===== src/rtl/piradip_shift_arb_pkg.sv =====
// piradip_shift_arb_pkg: shared FSM state type and round-robin helper
// for the shared barrel-shifter arbiter.
package piradip_shift_arb_pkg;

  localparam int MAX_REQ = 32;

  typedef enum logic {
    IDLE,
    BURST
  } arb_state_t;

  // Scans ptr, ptr+1, ... (mod n) and returns the first set bit.
  // The scan runs backwards so the earliest hit in scan order wins.
  function automatic int rr_pick(
    input logic [MAX_REQ-1:0] valid,
    input int                 ptr,
    input int                 n
  );
    int pick;
    int idx;
    pick = ptr;
    for (int k = MAX_REQ - 1; k >= 0; k--) begin
      if (k < n) begin
        idx = (ptr + k) % n;
        if (valid[idx[4:0]]) pick = idx;
      end
    end
    return pick;
  endfunction

endpackage


===== src/rtl/piradip_shift_arbiter_tag.sv =====
// piradip_tag_fifo: requester-tag FIFO, push/pop with sync reset.
// Ports: push_i/pop_i/din_i in; dout_o (head), full_o, empty_o, count_o out.
module piradip_tag_fifo #(
  parameter int WIDTH = 2,
  parameter int DEPTH = 8
) (
  input  logic                     clk_i,
  input  logic                     rst_i,
  input  logic                     push_i,
  input  logic                     pop_i,
  input  logic [WIDTH-1:0]         din_i,
  output logic [WIDTH-1:0]         dout_o,
  output logic                     full_o,
  output logic                     empty_o,
  output logic [$clog2(DEPTH):0]   count_o
);

  localparam int AW = $clog2(DEPTH);

  logic [WIDTH-1:0] mem_q [DEPTH];
  logic [AW-1:0]    wr_q;
  logic [AW-1:0]    rd_q;
  logic [AW:0]      cnt_q;
  logic             do_push;
  logic             do_pop;

  assign full_o  = (cnt_q == (AW+1)'(DEPTH));
  assign empty_o = (cnt_q == '0);
  assign count_o = cnt_q;
  assign dout_o  = mem_q[rd_q];

  assign do_push = push_i & ~full_o;
  assign do_pop  = pop_i & ~empty_o;

  always_ff @(posedge clk_i) begin
    if (rst_i) begin
      wr_q  <= '0;
      rd_q  <= '0;
      cnt_q <= '0;
    end else begin
      if (do_push) begin
        mem_q[wr_q] <= din_i;
        wr_q        <= wr_q + AW'(1);
      end
      if (do_pop) rd_q <= rd_q + AW'(1);
      unique case ({do_push, do_pop})
        2'b10:   cnt_q <= cnt_q + (AW+1)'(1);
        2'b01:   cnt_q <= cnt_q - (AW+1)'(1);
        default: cnt_q <= cnt_q;
      endcase
    end
  end

endmodule


===== src/rtl/piradip_shift_arbiter.sv =====
// piradip_shift_arbiter: packet round-robin front end for one shared shifter.
// Ports: req_* per-requester in, sh_in_*/sh_out_* shifter side, rsp_* results,
// inflight tag count, err_orphan sticky untagged-result flag.
module piradip_shift_arbiter
  import piradip_shift_arb_pkg::*;
#(
  parameter int NUM_REQ      = 4,
  parameter int DATA_WIDTH   = 32,
  parameter int SHIFT_WIDTH  = 6,
  parameter int MAX_INFLIGHT = 8
) (
  input  logic                                         clk,
  input  logic                                         reset,
  input  logic [NUM_REQ-1:0]                           req_tvalid,
  output logic [NUM_REQ-1:0]                           req_tready,
  input  logic [NUM_REQ*(SHIFT_WIDTH+DATA_WIDTH)-1:0]  req_tdata,
  input  logic [NUM_REQ-1:0]                           req_tlast,
  output logic [NUM_REQ-1:0]                           rsp_tvalid,
  input  logic [NUM_REQ-1:0]                           rsp_tready,
  output logic [DATA_WIDTH-1:0]                        rsp_tdata,
  output logic                                         rsp_tlast,
  output logic                                         sh_in_tvalid,
  input  logic                                         sh_in_tready,
  output logic                                         sh_in_tlast,
  output logic [SHIFT_WIDTH+DATA_WIDTH-1:0]            sh_in_tdata,
  input  logic                                         sh_out_tvalid,
  output logic                                         sh_out_tready,
  input  logic                                         sh_out_tlast,
  input  logic [DATA_WIDTH-1:0]                        sh_out_tdata,
  output logic [$clog2(MAX_INFLIGHT):0]                inflight,
  output logic                                         err_orphan
);

  localparam int W  = SHIFT_WIDTH + DATA_WIDTH;
  localparam int IW = $clog2(NUM_REQ);
  localparam int CW = $clog2(MAX_INFLIGHT) + 1;

  typedef logic [IW-1:0] req_idx_t;

  arb_state_t         state_q;
  req_idx_t           grant_q;
  req_idx_t           rr_ptr_q;
  req_idx_t           pick_d;
  req_idx_t           rr_next_d;
  req_idx_t           head;
  logic               err_q;
  logic               full;
  logic               empty;
  logic               burst;
  logic               in_hs;
  logic               out_hs;
  logic [MAX_REQ-1:0] valid_ext;
  logic [CW-1:0]      count;

  always_comb begin
    valid_ext = '0;
    valid_ext[NUM_REQ-1:0] = req_tvalid;
    pick_d = req_idx_t'(rr_pick(valid_ext, int'(rr_ptr_q), NUM_REQ));
  end

  assign rr_next_d = (grant_q == req_idx_t'(NUM_REQ - 1)) ?
                     '0 : grant_q + req_idx_t'(1);

  // Reset gates every handshake so nothing moves while it is held.
  assign burst = (state_q == BURST) & ~reset;

  always_comb begin
    req_tready   = '0;
    sh_in_tvalid = burst & req_tvalid[grant_q] & ~full;
    if (burst) req_tready[grant_q] = sh_in_tready & ~full;
  end

  assign sh_in_tdata = req_tdata[int'(grant_q)*W +: W];
  assign sh_in_tlast = req_tlast[grant_q];
  assign in_hs       = sh_in_tvalid & sh_in_tready;

  always_comb begin
    rsp_tvalid    = '0;
    sh_out_tready = 1'b0;
    if (!reset && !empty) begin
      rsp_tvalid[head] = sh_out_tvalid;
      sh_out_tready    = rsp_tready[head];
    end
  end

  assign rsp_tdata  = sh_out_tdata;
  assign rsp_tlast  = sh_out_tlast;
  assign out_hs     = sh_out_tvalid & sh_out_tready;
  assign inflight   = count;
  assign err_orphan = err_q;

  always_ff @(posedge clk) begin
    if (reset) begin
      state_q  <= IDLE;
      grant_q  <= '0;
      rr_ptr_q <= '0;
      err_q    <= 1'b0;
    end else begin
      if (sh_out_tvalid && empty) err_q <= 1'b1;
      unique case (state_q)
        IDLE: begin
          if (|req_tvalid && !full) begin
            grant_q <= pick_d;
            state_q <= BURST;
          end
        end
        BURST: begin
          if (in_hs && sh_in_tlast) begin
            rr_ptr_q <= rr_next_d;
            state_q  <= IDLE;
          end
        end
        default: state_q <= IDLE;
      endcase
    end
  end

  piradip_tag_fifo #(
    .WIDTH (IW),
    .DEPTH (MAX_INFLIGHT)
  ) u_tag_fifo (
    .clk_i   (clk),
    .rst_i   (reset),
    .push_i  (in_hs),
    .pop_i   (out_hs),
    .din_i   (grant_q),
    .dout_o  (head),
    .full_o  (full),
    .empty_o (empty),
    .count_o (count)
  );

endmodule


===== config.mk =====
export PLATFORM = sky130hd
export DESIGN_NAME = piradip_shift_arbiter
export DESIGN_NICKNAME = d
export VERILOG_FILES = /design/src/rtl/piradip_shift_arb_pkg.sv /design/src/rtl/piradip_shift_arbiter_tag.sv /design/src/rtl/piradip_shift_arbiter.sv
export SDC_FILE = /design/constraint.sdc
export NUM_CORES = 1
export LEC_CHECK = 0
export BUFFER_PORTS_ARGS = -buffer_cell sky130_fd_sc_hd__buf_2
export CAP_MARGIN = 10
export CORE_AREA = 2 2 112 114
export DETAILED_ROUTE_END_ITERATION = 16
export DIE_AREA = 0 0 114 116
export SETUP_SLACK_MARGIN = 0.3
export SLEW_MARGIN = 40
export SYNTH_ARGS = -nofsm -noshare
export SYNTH_HDL_FRONTEND = slang
export SYNTH_SLANG_ARGS = --single-unit

===== constraint.sdc =====
create_clock -name clk -period 10.4 [get_ports clk]
set_clock_uncertainty 0.1 [all_clocks]
set_input_delay 0.52 -clock clk [delete_from_list [all_inputs] [get_ports clk]]
set_output_delay 0.52 -clock clk [all_outputs]
set_load 0.005 [all_outputs]

==> report_table.html, run 1 <==
<table>
<tr><th>Metric</th><th>Value</th></tr>
<tr><th colspan="2">Outcome</th></tr>
<tr><td>Run status</td><td>complete, no violations</td></tr>
<tr><th colspan="2">Yosys</th></tr>
<tr><td>Post-synthesis cell count</td><td>245</td></tr>
<tr><td>Mean instance size in the synthesized netlist</td><td>12.0 um2</td></tr>
<tr><td>Number of distinct library cells after synthesis</td><td>38</td></tr>
<tr><td>Post-synthesis cell area</td><td>2930 um2</td></tr>
<tr><td>Synthesis warning total</td><td>0</td></tr>
<tr><td>FF+latch count, synth</td><td>35</td></tr>
<tr><td>Fraction of the yosys area taken by sequential cells</td><td>29.4%</td></tr>
<tr><td>Synthesized netlist net count</td><td>456</td></tr>
<tr><th colspan="2">STA</th></tr>
<tr><td>Max Slew Vio Count</td><td>0</td></tr>
<tr><td>Final worst path period share</td><td>34.8%</td></tr>
<tr><td>Setup TNS</td><td>0 ps</td></tr>
<tr><td>Worst slew pin tran</td><td>around 650 ps</td></tr>
<tr><td>Crit path setup slack, layout</td><td>6780 ps</td></tr>
<tr><td>Slew headroom</td><td>about 57%</td></tr>
<tr><td>Final worst path period need</td><td>~3600 ps</td></tr>
<tr><td>Final setup violation count</td><td>0</td></tr>
<tr><td>RSZ-0062 raised after global routing</td><td>no</td></tr>
<tr><td>Highest clock rate</td><td>276 MHz</td></tr>
<tr><td>Worst Hold Margin</td><td>351 ps</td></tr>
<tr><td>Final hold violations</td><td>0</td></tr>
<tr><th colspan="2">CTS</th></tr>
<tr><td>Bufs on Longest Clock Path</td><td>2</td></tr>
<tr><td>CTS Root Buffer Type</td><td>sky130_fd_sc_hd__clkbuf_16</td></tr>
<tr><td>Source-to-sink clock delay at the later pin of the worst-skew pair</td><td>approximately 280 ps</td></tr>
<tr><td>Sink Count</td><td>35</td></tr>
<tr><td>Hold-fix buffers, CTS</td><td>0</td></tr>
<tr><td>Number of CTS-inserted buffers</td><td>5</td></tr>
<tr><td>Buffers inserted during post-CTS setup optimization</td><td>0</td></tr>
<tr><td>Post_cts resized</td><td>0</td></tr>
<tr><td>Max H-tree Level</td><td>2</td></tr>
<tr><td>TritonCTS clock tree</td><td>built</td></tr>
<tr><td>Clock transition time at the flip-flop clock pins of the worst setup and hold paths</td><td>50 ps</td></tr>
<tr><th colspan="2">Die</th></tr>
<tr><td>Area of the die</td><td>13200 um2</td></tr>
<tr><td>Number of placed I/O pins</td><td>288</td></tr>
<tr><td>Core box area</td><td>11900 um2</td></tr>
<tr><td>Initial Util</td><td>24.6%</td></tr>
<tr><td>Chip Height</td><td>116 um</td></tr>
<tr><td>X dimension of the die</td><td>114 um</td></tr>
<tr><td>Placement Rows</td><td>40</td></tr>
<tr><th colspan="2">Setup path</th></tr>
<tr><td>Register-to-Register Path Depth</td><td>12</td></tr>
<tr><td>Arrival time at the worst endpoint</td><td>3730 ps</td></tr>
<tr><td>Register-to-Register Setup Slack</td><td>6780 ps</td></tr>
<tr><td>RR Endpoint</td><td>u_tag_fifo.count_o[3]$_SDFFE_PP0P_</td></tr>
<tr><td>Setup CP Type</td><td>reg -&gt; reg</td></tr>
<tr><td>Critical Path, Cell by Cell</td><td>mux4_2 &gt; mux2_4 &gt; mux4_2 &gt; nand2_4 &gt; inv_4 &gt; ha_1 &gt; ha_1 &gt; a21o_1 &gt; a21oi_1 &gt; xnor2_1 &gt; or3_1 &gt; a21oi_1</td></tr>
<tr><td>Crit path max-delay family</td><td>multiplexers</td></tr>
<tr><td>Maximum cell stage delay along the critical path</td><td>~550 ps</td></tr>
<tr><td>Crit path buf inv count</td><td>1</td></tr>
<tr><td>Peak fanout along the critical path</td><td>6</td></tr>
<tr><td>Crit end category</td><td>flip-flop</td></tr>
<tr><td>Startpoint Class</td><td>flip-flop</td></tr>
<tr><td>CP max stage cell</td><td>sky130_fd_sc_hd__mux4_2</td></tr>
<tr><td>Required time of the worst setup path</td><td>10500 ps</td></tr>
<tr><th colspan="2">Detailed routing</th></tr>
<tr><td>Count of antenna-violating nets left after detailed routing</td><td>0</td></tr>
<tr><td>Routed wire length on met3</td><td>1810 um</td></tr>
<tr><td>Vias per inst</td><td>4.86</td></tr>
<tr><td>Pre-antenna DRT Iters</td><td>4</td></tr>
<tr><td>First-iteration detailed-routing DRC count</td><td>89</td></tr>
<tr><td>Max layer used</td><td>met5</td></tr>
<tr><td>Drt wl/cell</td><td>19.7 um</td></tr>
<tr><td>Length of routed met2 wiring</td><td>5060 um</td></tr>
<tr><td>Remaining DRCs</td><td>0</td></tr>
<tr><td>WL final</td><td>11300 um</td></tr>
<tr><td>Number of vias after detailed routing</td><td>2796</td></tr>
<tr><td>Wire length on met1</td><td>4140 um</td></tr>
<tr><th colspan="2">Flow run</th></tr>
<tr><td>Count of maximum capacitance violations</td><td>0</td></tr>
<tr><th colspan="2">Layout</th></tr>
<tr><td>Net total in the final layout</td><td>roughly 640</td></tr>
<tr><td>Share of cells above drive strength 1</td><td>65.4%</td></tr>
<tr><td>Synthesis-to-finish area growth</td><td>39.5%</td></tr>
<tr><td>Most common library cell in the layout ignoring fill and taps</td><td>sky130_fd_sc_hd__buf_2</td></tr>
<tr><td>Count of placed standard cells in the final layout, fillers left out</td><td>575</td></tr>
<tr><td>Number of inserted diodes</td><td>0</td></tr>
<tr><td>Final Util</td><td>around 34%</td></tr>
<tr><td>Most used cells in the layout excluding fill and tap cells</td><td>sky130_fd_sc_hd__buf_2 (221), sky130_fd_sc_hd__mux4_2 (44), sky130_fd_sc_hd__nor2_1 (24), sky130_fd_sc_hd__dfxtp_1 (17), sky130_fd_sc_hd__edfxtp_1 (16)</td></tr>
<tr><th colspan="2">Power and ir drop</th></tr>
<tr><td>Internal power contribution</td><td>0.303 mW</td></tr>
<tr><td>Fraction of power spent switching nets</td><td>24.5%</td></tr>
<tr><td>Power share of the sequential group</td><td>a little under two fifths</td></tr>
<tr><td>Largest vdd supply drop</td><td>64.2 uV</td></tr>
<tr><td>Relative contribution of combinational cells to total power</td><td>between 20% and 30%</td></tr>
<tr><td>Sw power</td><td>0.0986 mW</td></tr>
<tr><td>Clock share of power</td><td>a little over a third</td></tr>
<tr><td>Power density over cell area</td><td>98.3 nW/um2</td></tr>
<tr><td>Leakage dissipation</td><td>~1.8 nW</td></tr>
<tr><th colspan="2">Hold path</th></tr>
<tr><td>Class of the tightest hold or removal check</td><td>reg -&gt; reg</td></tr>
<tr><td>HP Start</td><td>u_tag_fifo.rd_q[2]$_SDFFE_PP0P_</td></tr>
<tr><td>Hold endpoint</td><td>u_tag_fifo.rd_q[2]$_SDFFE_PP0P_</td></tr>
<tr><td>Cells on Worst Hold Path</td><td>1</td></tr>
<tr><th colspan="2">Placed design</th></tr>
<tr><td>Number of port buffers</td><td>221</td></tr>
<tr><td>GPL Wtd Cong</td><td>1.04</td></tr>
<tr><td>Number of cells in the design after placement</td><td>roughly 570</td></tr>
<tr><td>HPWL after detailed placement</td><td>9990 um</td></tr>
<tr><td>Post-place setup slack</td><td>between 6000 and 7000 ps</td></tr>
<tr><th colspan="2">Global route</th></tr>
<tr><td>Global-route congestion overflow total</td><td>0</td></tr>
<tr><td>Overall Global Routing Usage</td><td>16.8%</td></tr>
<tr><td>Number of antenna violations at the first check in global routing</td><td>0</td></tr>
<tr><td>Pin count of the biggest net entering global routing</td><td>53</td></tr>
<tr><td>Global-route wire length before repair</td><td>between 15000 and 20000 um</td></tr>
<tr><td>Vias in the first global route</td><td>2820</td></tr>
</table>
## worst register-to-register path, cell delays in order (launching register included)
cell and delay (ps):
sky130_fd_sc_hd__dfxtp_1 510, sky130_fd_sc_hd__mux4_2 550, sky130_fd_sc_hd__mux2_4 300, sky130_fd_sc_hd__mux4_2 490
sky130_fd_sc_hd__nand2_4 130, sky130_fd_sc_hd__inv_4 50, sky130_fd_sc_hd__ha_1 230, sky130_fd_sc_hd__ha_1 280
sky130_fd_sc_hd__a21o_1 180, sky130_fd_sc_hd__a21oi_1 170, sky130_fd_sc_hd__xnor2_1 90, sky130_fd_sc_hd__or3_1 320
sky130_fd_sc_hd__a21oi_1 160
## worst max-delay path by stage
stage | to | depth (start not counted)
CTS | u_tag_fifo.count_o[3]$_SDFFE_PP0P_ | 12
global placement | u_tag_fifo.count_o[3]$_SDFFE_PP0P_ | 12
global route | u_tag_fifo.count_o[3]$_SDFFE_PP0P_ | 12
finish | u_tag_fifo.count_o[3]$_SDFFE_PP0P_ | 12
floorplan | u_tag_fifo.count_o[3]$_SDFFE_PP0P_ | 13
detailed placement | u_tag_fifo.count_o[3]$_SDFFE_PP0P_ | 12
## stage by stage
step / cell area, um2 / power, mW
after floorplan: 2930 / 0.209
after global placement: 3920 / 0.257
after detailed placement: 3940 / 0.260
after CTS: 4090 / 0.408
after global routing: 4090 / 0.419
final: 4090 / 0.402
## synthesized netlist by cell type
cell / instances / area share [%]
sky130_fd_sc_hd__and3_2: 1 / 0.26
sky130_fd_sc_hd__xnor2_1: 2 / 0.60
sky130_fd_sc_hd__dfxtp_1: 19 / 13
sky130_fd_sc_hd__fa_1: 1 / 0.68
sky130_fd_sc_hd__o22ai_1: 1 / 0.21
sky130_fd_sc_hd__nand3_1: 3 / 0.51
sky130_fd_sc_hd__mux2_4: 1 / 0.51
sky130_fd_sc_hd__o21ai_2: 1 / 0.30
sky130_fd_sc_hd__o21ai_0: 2 / 0.34
sky130_fd_sc_hd__nand2_4: 1 / 0.38
sky130_fd_sc_hd__nor4_1: 1 / 0.21
sky130_fd_sc_hd__nand4b_1: 1 / 0.30
sky130_fd_sc_hd__inv_4: 1 / 0.21
sky130_fd_sc_hd__nor2b_1: 3 / 0.64
sky130_fd_sc_hd__a21o_1: 1 / 0.26
sky130_fd_sc_hd__o2111ai_1: 1 / 0.30
sky130_fd_sc_hd__a21oi_1: 14 / 2.4
sky130_fd_sc_hd__or3_1: 2 / 0.43
sky130_fd_sc_hd__or4b_1: 2 / 0.68
sky130_fd_sc_hd__buf_6: 1 / 0.38
sky130_fd_sc_hd__xor2_1: 2 / 0.60
sky130_fd_sc_hd__mux4_2: 44 / 34
sky130_fd_sc_hd__edfxtp_1: 16 / 16
sky130_fd_sc_hd__clkbuf_1: 9 / 1.2
sky130_fd_sc_hd__nor2_1: 24 / 3.1
sky130_fd_sc_hd__and2_1: 6 / 1.3
sky130_fd_sc_hd__nand2_1: 8 / 1.0
sky130_fd_sc_hd__and3b_1: 1 / 0.30
sky130_fd_sc_hd__ha_1: 9 / 3.8
sky130_fd_sc_hd__or2_1: 1 / 0.21
sky130_fd_sc_hd__buf_4: 33 / 8.5
sky130_fd_sc_hd__nor3_1: 2 / 0.34
sky130_fd_sc_hd__inv_1: 7 / 0.90
sky130_fd_sc_hd__and3_1: 3 / 0.64
sky130_fd_sc_hd__mux2i_1: 9 / 3.1
sky130_fd_sc_hd__nand2b_1: 7 / 1.5
sky130_fd_sc_hd__o221ai_1: 1 / 0.30
sky130_fd_sc_hd__buf_1: 4 / 0.51
## power groups by stage
stage	clock (mW)	sequential (mW)	combinational, mW
4_1_cts	0.150	0.153	0.104
6_report	0.146	0.153	0.103
3_3_place_gp	0	0.159	0.0986
2_1_floorplan	0	0.150	0.0588
5_1_grt	0.153	0.154	0.112
3_5_place_dp	0	0.156	0.104
## routing by layer
layer	vias up	track usage, %
met5	-	5.19
met4	2	5.20
met1	1322	19.1
li1	1260	-
met3	16	10.9
met2	196	25.3
## cells by family (layout without fill, tap and decap cells)
family                     count (synthesis)  count (layout)  share of synthesized area (%)
xor gates and xnor gates                   4               4                           1.20
buffers and inverters                     55             238                           11.6
muxes                                     54              54                           37.4
DFF                                       35              35                           29.4
adders and majority gates                 10              10                           4.53
AOI/OAI and AO/OA                         21              21                           4.10
and+or+nand+nor                           66              66                           11.8
## state kept, by name, indices dropped and copies added, names as in the netlist, named ones only
signal,flops
u_tag_fifo.wr_q,3
u_tag_fifo.rd_q,3
err_orphan,1
u_tag_fifo.mem_q,16
rr_ptr_q,2
state_q,1
u_tag_fifo.count_o,4
grant_q,2
## cell type report
class,count,area (um2)
timing repair buffer,222,1130
tap,147,184
fill,1226,7820
sequential,35,868
inverter,8,32.5
clock buffer,7,143
multi-input combinational,155,1730
clock inverter,1,5.00
(Power assumes the default switching activity.)
==> run 2, diff against run 1 <==
--- a/config.mk
+++ b/config.mk
@@ -7,9 +7,9 @@
 export LEC_CHECK = 0
 export BUFFER_PORTS_ARGS = -buffer_cell sky130_fd_sc_hd__buf_2
 export CAP_MARGIN = 10
-export CORE_AREA = 2 2 112 114
+export CORE_AREA = 2 2 113 115
 export DETAILED_ROUTE_END_ITERATION = 16
-export DIE_AREA = 0 0 114 116
+export DIE_AREA = 0 0 115 117
 export SETUP_SLACK_MARGIN = 0.3
 export SLEW_MARGIN = 40
 export SYNTH_ARGS = -nofsm -noshare
==> constraint.sdc (replaced) <==
create_clock -name clk -period 3.4 [get_ports clk]
set_clock_uncertainty 0.1 [all_clocks]
set_input_delay 0.17 -clock clk [delete_from_list [all_inputs] [get_ports clk]]
set_output_delay 0.17 -clock clk [all_outputs]
set_load 0.005 [all_outputs]
==> report_table.html, run 2 (synthesis gave the netlist of run 1 again) <==
<table>
<tr><th>Metric</th><th>Value</th></tr>
<tr><th colspan="2">Power and ir drop</th></tr>
<tr><td>Total design power</td><td>about 1.2 mW</td></tr>
<tr><td>Largest vdd supply drop</td><td>162 uV</td></tr>
<tr><td>Leakage dissipation</td><td>roughly 1.9 nW</td></tr>
<tr><td>Power density over cell area</td><td>296 nW/um2</td></tr>
<tr><th colspan="2">Detailed routing</th></tr>
<tr><td>First-iteration detailed-routing DRC count</td><td>95</td></tr>
<tr><td>Number of vias after detailed routing</td><td>2801</td></tr>
<tr><td>Vias per inst</td><td>4.78</td></tr>
<tr><td>Count of antenna-violating nets left after detailed routing</td><td>0</td></tr>
<tr><td>Drt wl/cell</td><td>19.6 um</td></tr>
<tr><td>Pre-antenna DRT Iters</td><td>4</td></tr>
<tr><td>WL final</td><td>11500 um</td></tr>
<tr><td>Remaining DRCs</td><td>0</td></tr>
<tr><th colspan="2">CTS</th></tr>
<tr><td>TritonCTS clock tree</td><td>built</td></tr>
<tr><td>CTS Root Buffer Type</td><td>sky130_fd_sc_hd__clkbuf_16</td></tr>
<tr><td>Clock transition time at the flip-flop clock pins of the worst setup and hold paths</td><td>50 ps</td></tr>
<tr><td>Sink Count</td><td>35</td></tr>
<tr><td>Source-to-sink clock delay at the later pin of the worst-skew pair</td><td>270 ps</td></tr>
<tr><td>Number of CTS-inserted buffers</td><td>5</td></tr>
<tr><td>Bufs on Longest Clock Path</td><td>2</td></tr>
<tr><td>Hold-fix buffers, CTS</td><td>0</td></tr>
<tr><td>Max H-tree Level</td><td>2</td></tr>
<tr><th colspan="2">Layout</th></tr>
<tr><td>Number of flip-flops under the largest register name</td><td>16</td></tr>
<tr><td>Fill cell total of the finished layout</td><td>between 1000 and 1500</td></tr>
<tr><td>Synthesis-to-finish area growth</td><td>42.1%</td></tr>
<tr><td>Largest register by flop count</td><td>u_tag_fifo.mem_q</td></tr>
<tr><td>Most common library cell in the layout ignoring fill and taps</td><td>sky130_fd_sc_hd__buf_2</td></tr>
<tr><td>Number of inserted diodes</td><td>0</td></tr>
<tr><td>Most used cells in the layout excluding fill and tap cells</td><td>sky130_fd_sc_hd__buf_2 (221), sky130_fd_sc_hd__mux4_2 (44), sky130_fd_sc_hd__nor2_1 (24), sky130_fd_sc_hd__dfxtp_1 (16), sky130_fd_sc_hd__edfxtp_1 (16)</td></tr>
<tr><td>Share of cells above drive strength 1</td><td>between 60% and 70%</td></tr>
<tr><td>Net total in the final layout</td><td>646</td></tr>
<tr><td>Final Util</td><td>approximately 34%</td></tr>
<tr><th colspan="2">STA</th></tr>
<tr><td>Final setup violation count</td><td>0</td></tr>
<tr><td>Worst slew pin tran</td><td>approximately 640 ps</td></tr>
<tr><td>Setup TNS</td><td>0 ps</td></tr>
<tr><td>Final worst path period need</td><td>3180 ps</td></tr>
<tr><td>Final hold violations</td><td>0</td></tr>
<tr><td>Max Slew Vio Count</td><td>0</td></tr>
<tr><td>RSZ-0062 raised after global routing</td><td>yes</td></tr>
<tr><td>Crit path setup slack, layout</td><td>217 ps</td></tr>
<tr><td>Highest clock rate</td><td>314 MHz</td></tr>
<tr><td>Slew headroom</td><td>57.4%</td></tr>
<tr><td>Final worst path period share</td><td>93.6%</td></tr>
<tr><th colspan="2">Die</th></tr>
<tr><td>X dimension of the die</td><td>115 um</td></tr>
<tr><td>Chip Height</td><td>117 um</td></tr>
<tr><td>Number of placed I/O pins</td><td>288</td></tr>
<tr><td>Placement Rows</td><td>41</td></tr>
<tr><td>Initial Util</td><td>23.8%</td></tr>
<tr><td>Core box area</td><td>roughly 12000 um2</td></tr>
<tr><td>Area of the die</td><td>13500 um2</td></tr>
<tr><th colspan="2">Setup path</th></tr>
<tr><td>Setup CP Type</td><td>reg -&gt; reg</td></tr>
<tr><td>CP max stage cell</td><td>sky130_fd_sc_hd__mux4_2</td></tr>
<tr><td>Required time of the worst setup path</td><td>3510 ps</td></tr>
<tr><td>Arrival time at the worst endpoint</td><td>between 3000 and 4000 ps</td></tr>
<tr><td>Startpoint Class</td><td>flip-flop</td></tr>
<tr><td>Crit end category</td><td>flip-flop</td></tr>
<tr><td>Maximum cell stage delay along the critical path</td><td>490 ps</td></tr>
<tr><td>Critical Path, Cell by Cell</td><td>mux4_2 &gt; mux2_4 &gt; mux4_2 &gt; nand2_4 &gt; inv_4 &gt; ha_4 &gt; ha_1 &gt; a21o_1 &gt; a21oi_2 &gt; xnor2_1 &gt; or3_1 &gt; a21oi_2</td></tr>
<tr><td>Peak fanout along the critical path</td><td>4</td></tr>
<tr><th colspan="2">Placed design</th></tr>
<tr><td>GPL Wtd Cong</td><td>0.965</td></tr>
<tr><td>HPWL after detailed placement</td><td>~10000 um</td></tr>
<tr><td>Number of port buffers</td><td>~220</td></tr>
<tr><td>Post-place setup slack</td><td>about 140 ps</td></tr>
<tr><th colspan="2">Flow run</th></tr>
<tr><td>Count of maximum capacitance violations</td><td>0</td></tr>
<tr><th colspan="2">Outcome</th></tr>
<tr><td>Run status</td><td>complete, no violations</td></tr>
<tr><th colspan="2">Hold path</th></tr>
<tr><td>HP Start</td><td>sh_out_tvalid</td></tr>
<tr><td>Class of the tightest hold or removal check</td><td>in -&gt; reg</td></tr>
<tr><th colspan="2">Global route</th></tr>
<tr><td>Number of antenna violations at the first check in global routing</td><td>0</td></tr>
<tr><td>Vias in the first global route</td><td>2804</td></tr>
<tr><td>Pin count of the biggest net entering global routing</td><td>53</td></tr>
<tr><td>Overall Global Routing Usage</td><td>16.8%</td></tr>
<tr><td>Global-route wire length before repair</td><td>16600 um</td></tr>
<tr><td>Global-route congestion overflow total</td><td>0</td></tr>
</table>
==> run 2: cell types whose count changed in the layout (fill, tap and decap cells not counted) <==
| cell | previous run | this run |
|---|---|---|
| sky130_fd_sc_hd__a21oi_1 | 14 | 12 |
| sky130_fd_sc_hd__a21oi_2 | 0 | 2 |
| sky130_fd_sc_hd__buf_12 | 1 | 0 |
| sky130_fd_sc_hd__buf_4 | 0 | 8 |
| sky130_fd_sc_hd__buf_6 | 0 | 1 |
| sky130_fd_sc_hd__dfxtp_1 | 17 | 16 |
| sky130_fd_sc_hd__dfxtp_2 | 0 | 1 |
| sky130_fd_sc_hd__ha_1 | 9 | 8 |
| sky130_fd_sc_hd__ha_4 | 0 | 1 |
==> run 2: repair_timing <==
action / in CTS / in global routing
gates resized for setup: 1 / 1
setup buffers: 4 / 1
pin swaps: 1 / 1
setup endpoints to repair: 1 / 1
==> run 2: area by class of cell <==
cell class              count  area (um2)  area share (%)
repair buffers            230        1180            28.3
flip-flops and latches     35         870            20.9
well taps                 150         188            4.51
clock buffers               7         143            3.43
clock inverters             1        5.00           0.120
inverters                   8        32.5           0.781
multi-input cells         155        1750            42.0
==> run 2: metal layers <==
layer / track usage [%] / routed length (um)
met2: 24.8 / 4970
met5: 5.19 / 101
met1: 19.7 / 4340
met4: 4.42 / 251
met3: 11.0 / 1830
==> run 2: where the power goes <==
part	switching, mW	leakage [nW]	internal [mW]
Sequential	0.00491	0.306	0.445
Clock	0.156	0.0739	0.290
Combinational	0.141	1.51	0.195
Total	0.301	1.89	0.930
==> run 2: worst max-delay path: cells and delay by family, from the launching register on <==
kind | cells | cell delay (ps)
muxes | 3 | 1250
adders and majority gates | 2 | 430
and+or+nand+nor | 2 | 420
AOI/OAI and AO/OA | 3 | 420
DFF | 1 | 370
xor gates and xnor gates | 1 | 90
buffers and inverters | 1 | 40
==> run 2: final timing paths <==
check                                       endpoint  cells after the start  slack [ps]
setup / recovery  u_tag_fifo.count_o[3]$_SDFFE_PP0P_                     12         220
hold reg to reg      u_tag_fifo.rd_q[2]$_SDFFE_PP0P_                      1         360
setup reg to reg  u_tag_fifo.count_o[3]$_SDFFE_PP0P_                     12         220
hold / removal               err_orphan$_SDFFE_PP0P_                      3          70
==> run 2: stage by stage <==
stage	instance area (um2)	hold WS, ps	cells
global route	4160	75.0	586
detailed placement	3970	240	573
global placement	3970	240	573
CTS	4150	69.3	585
floorplan	2950	209	245
finish	4160	66.1	586
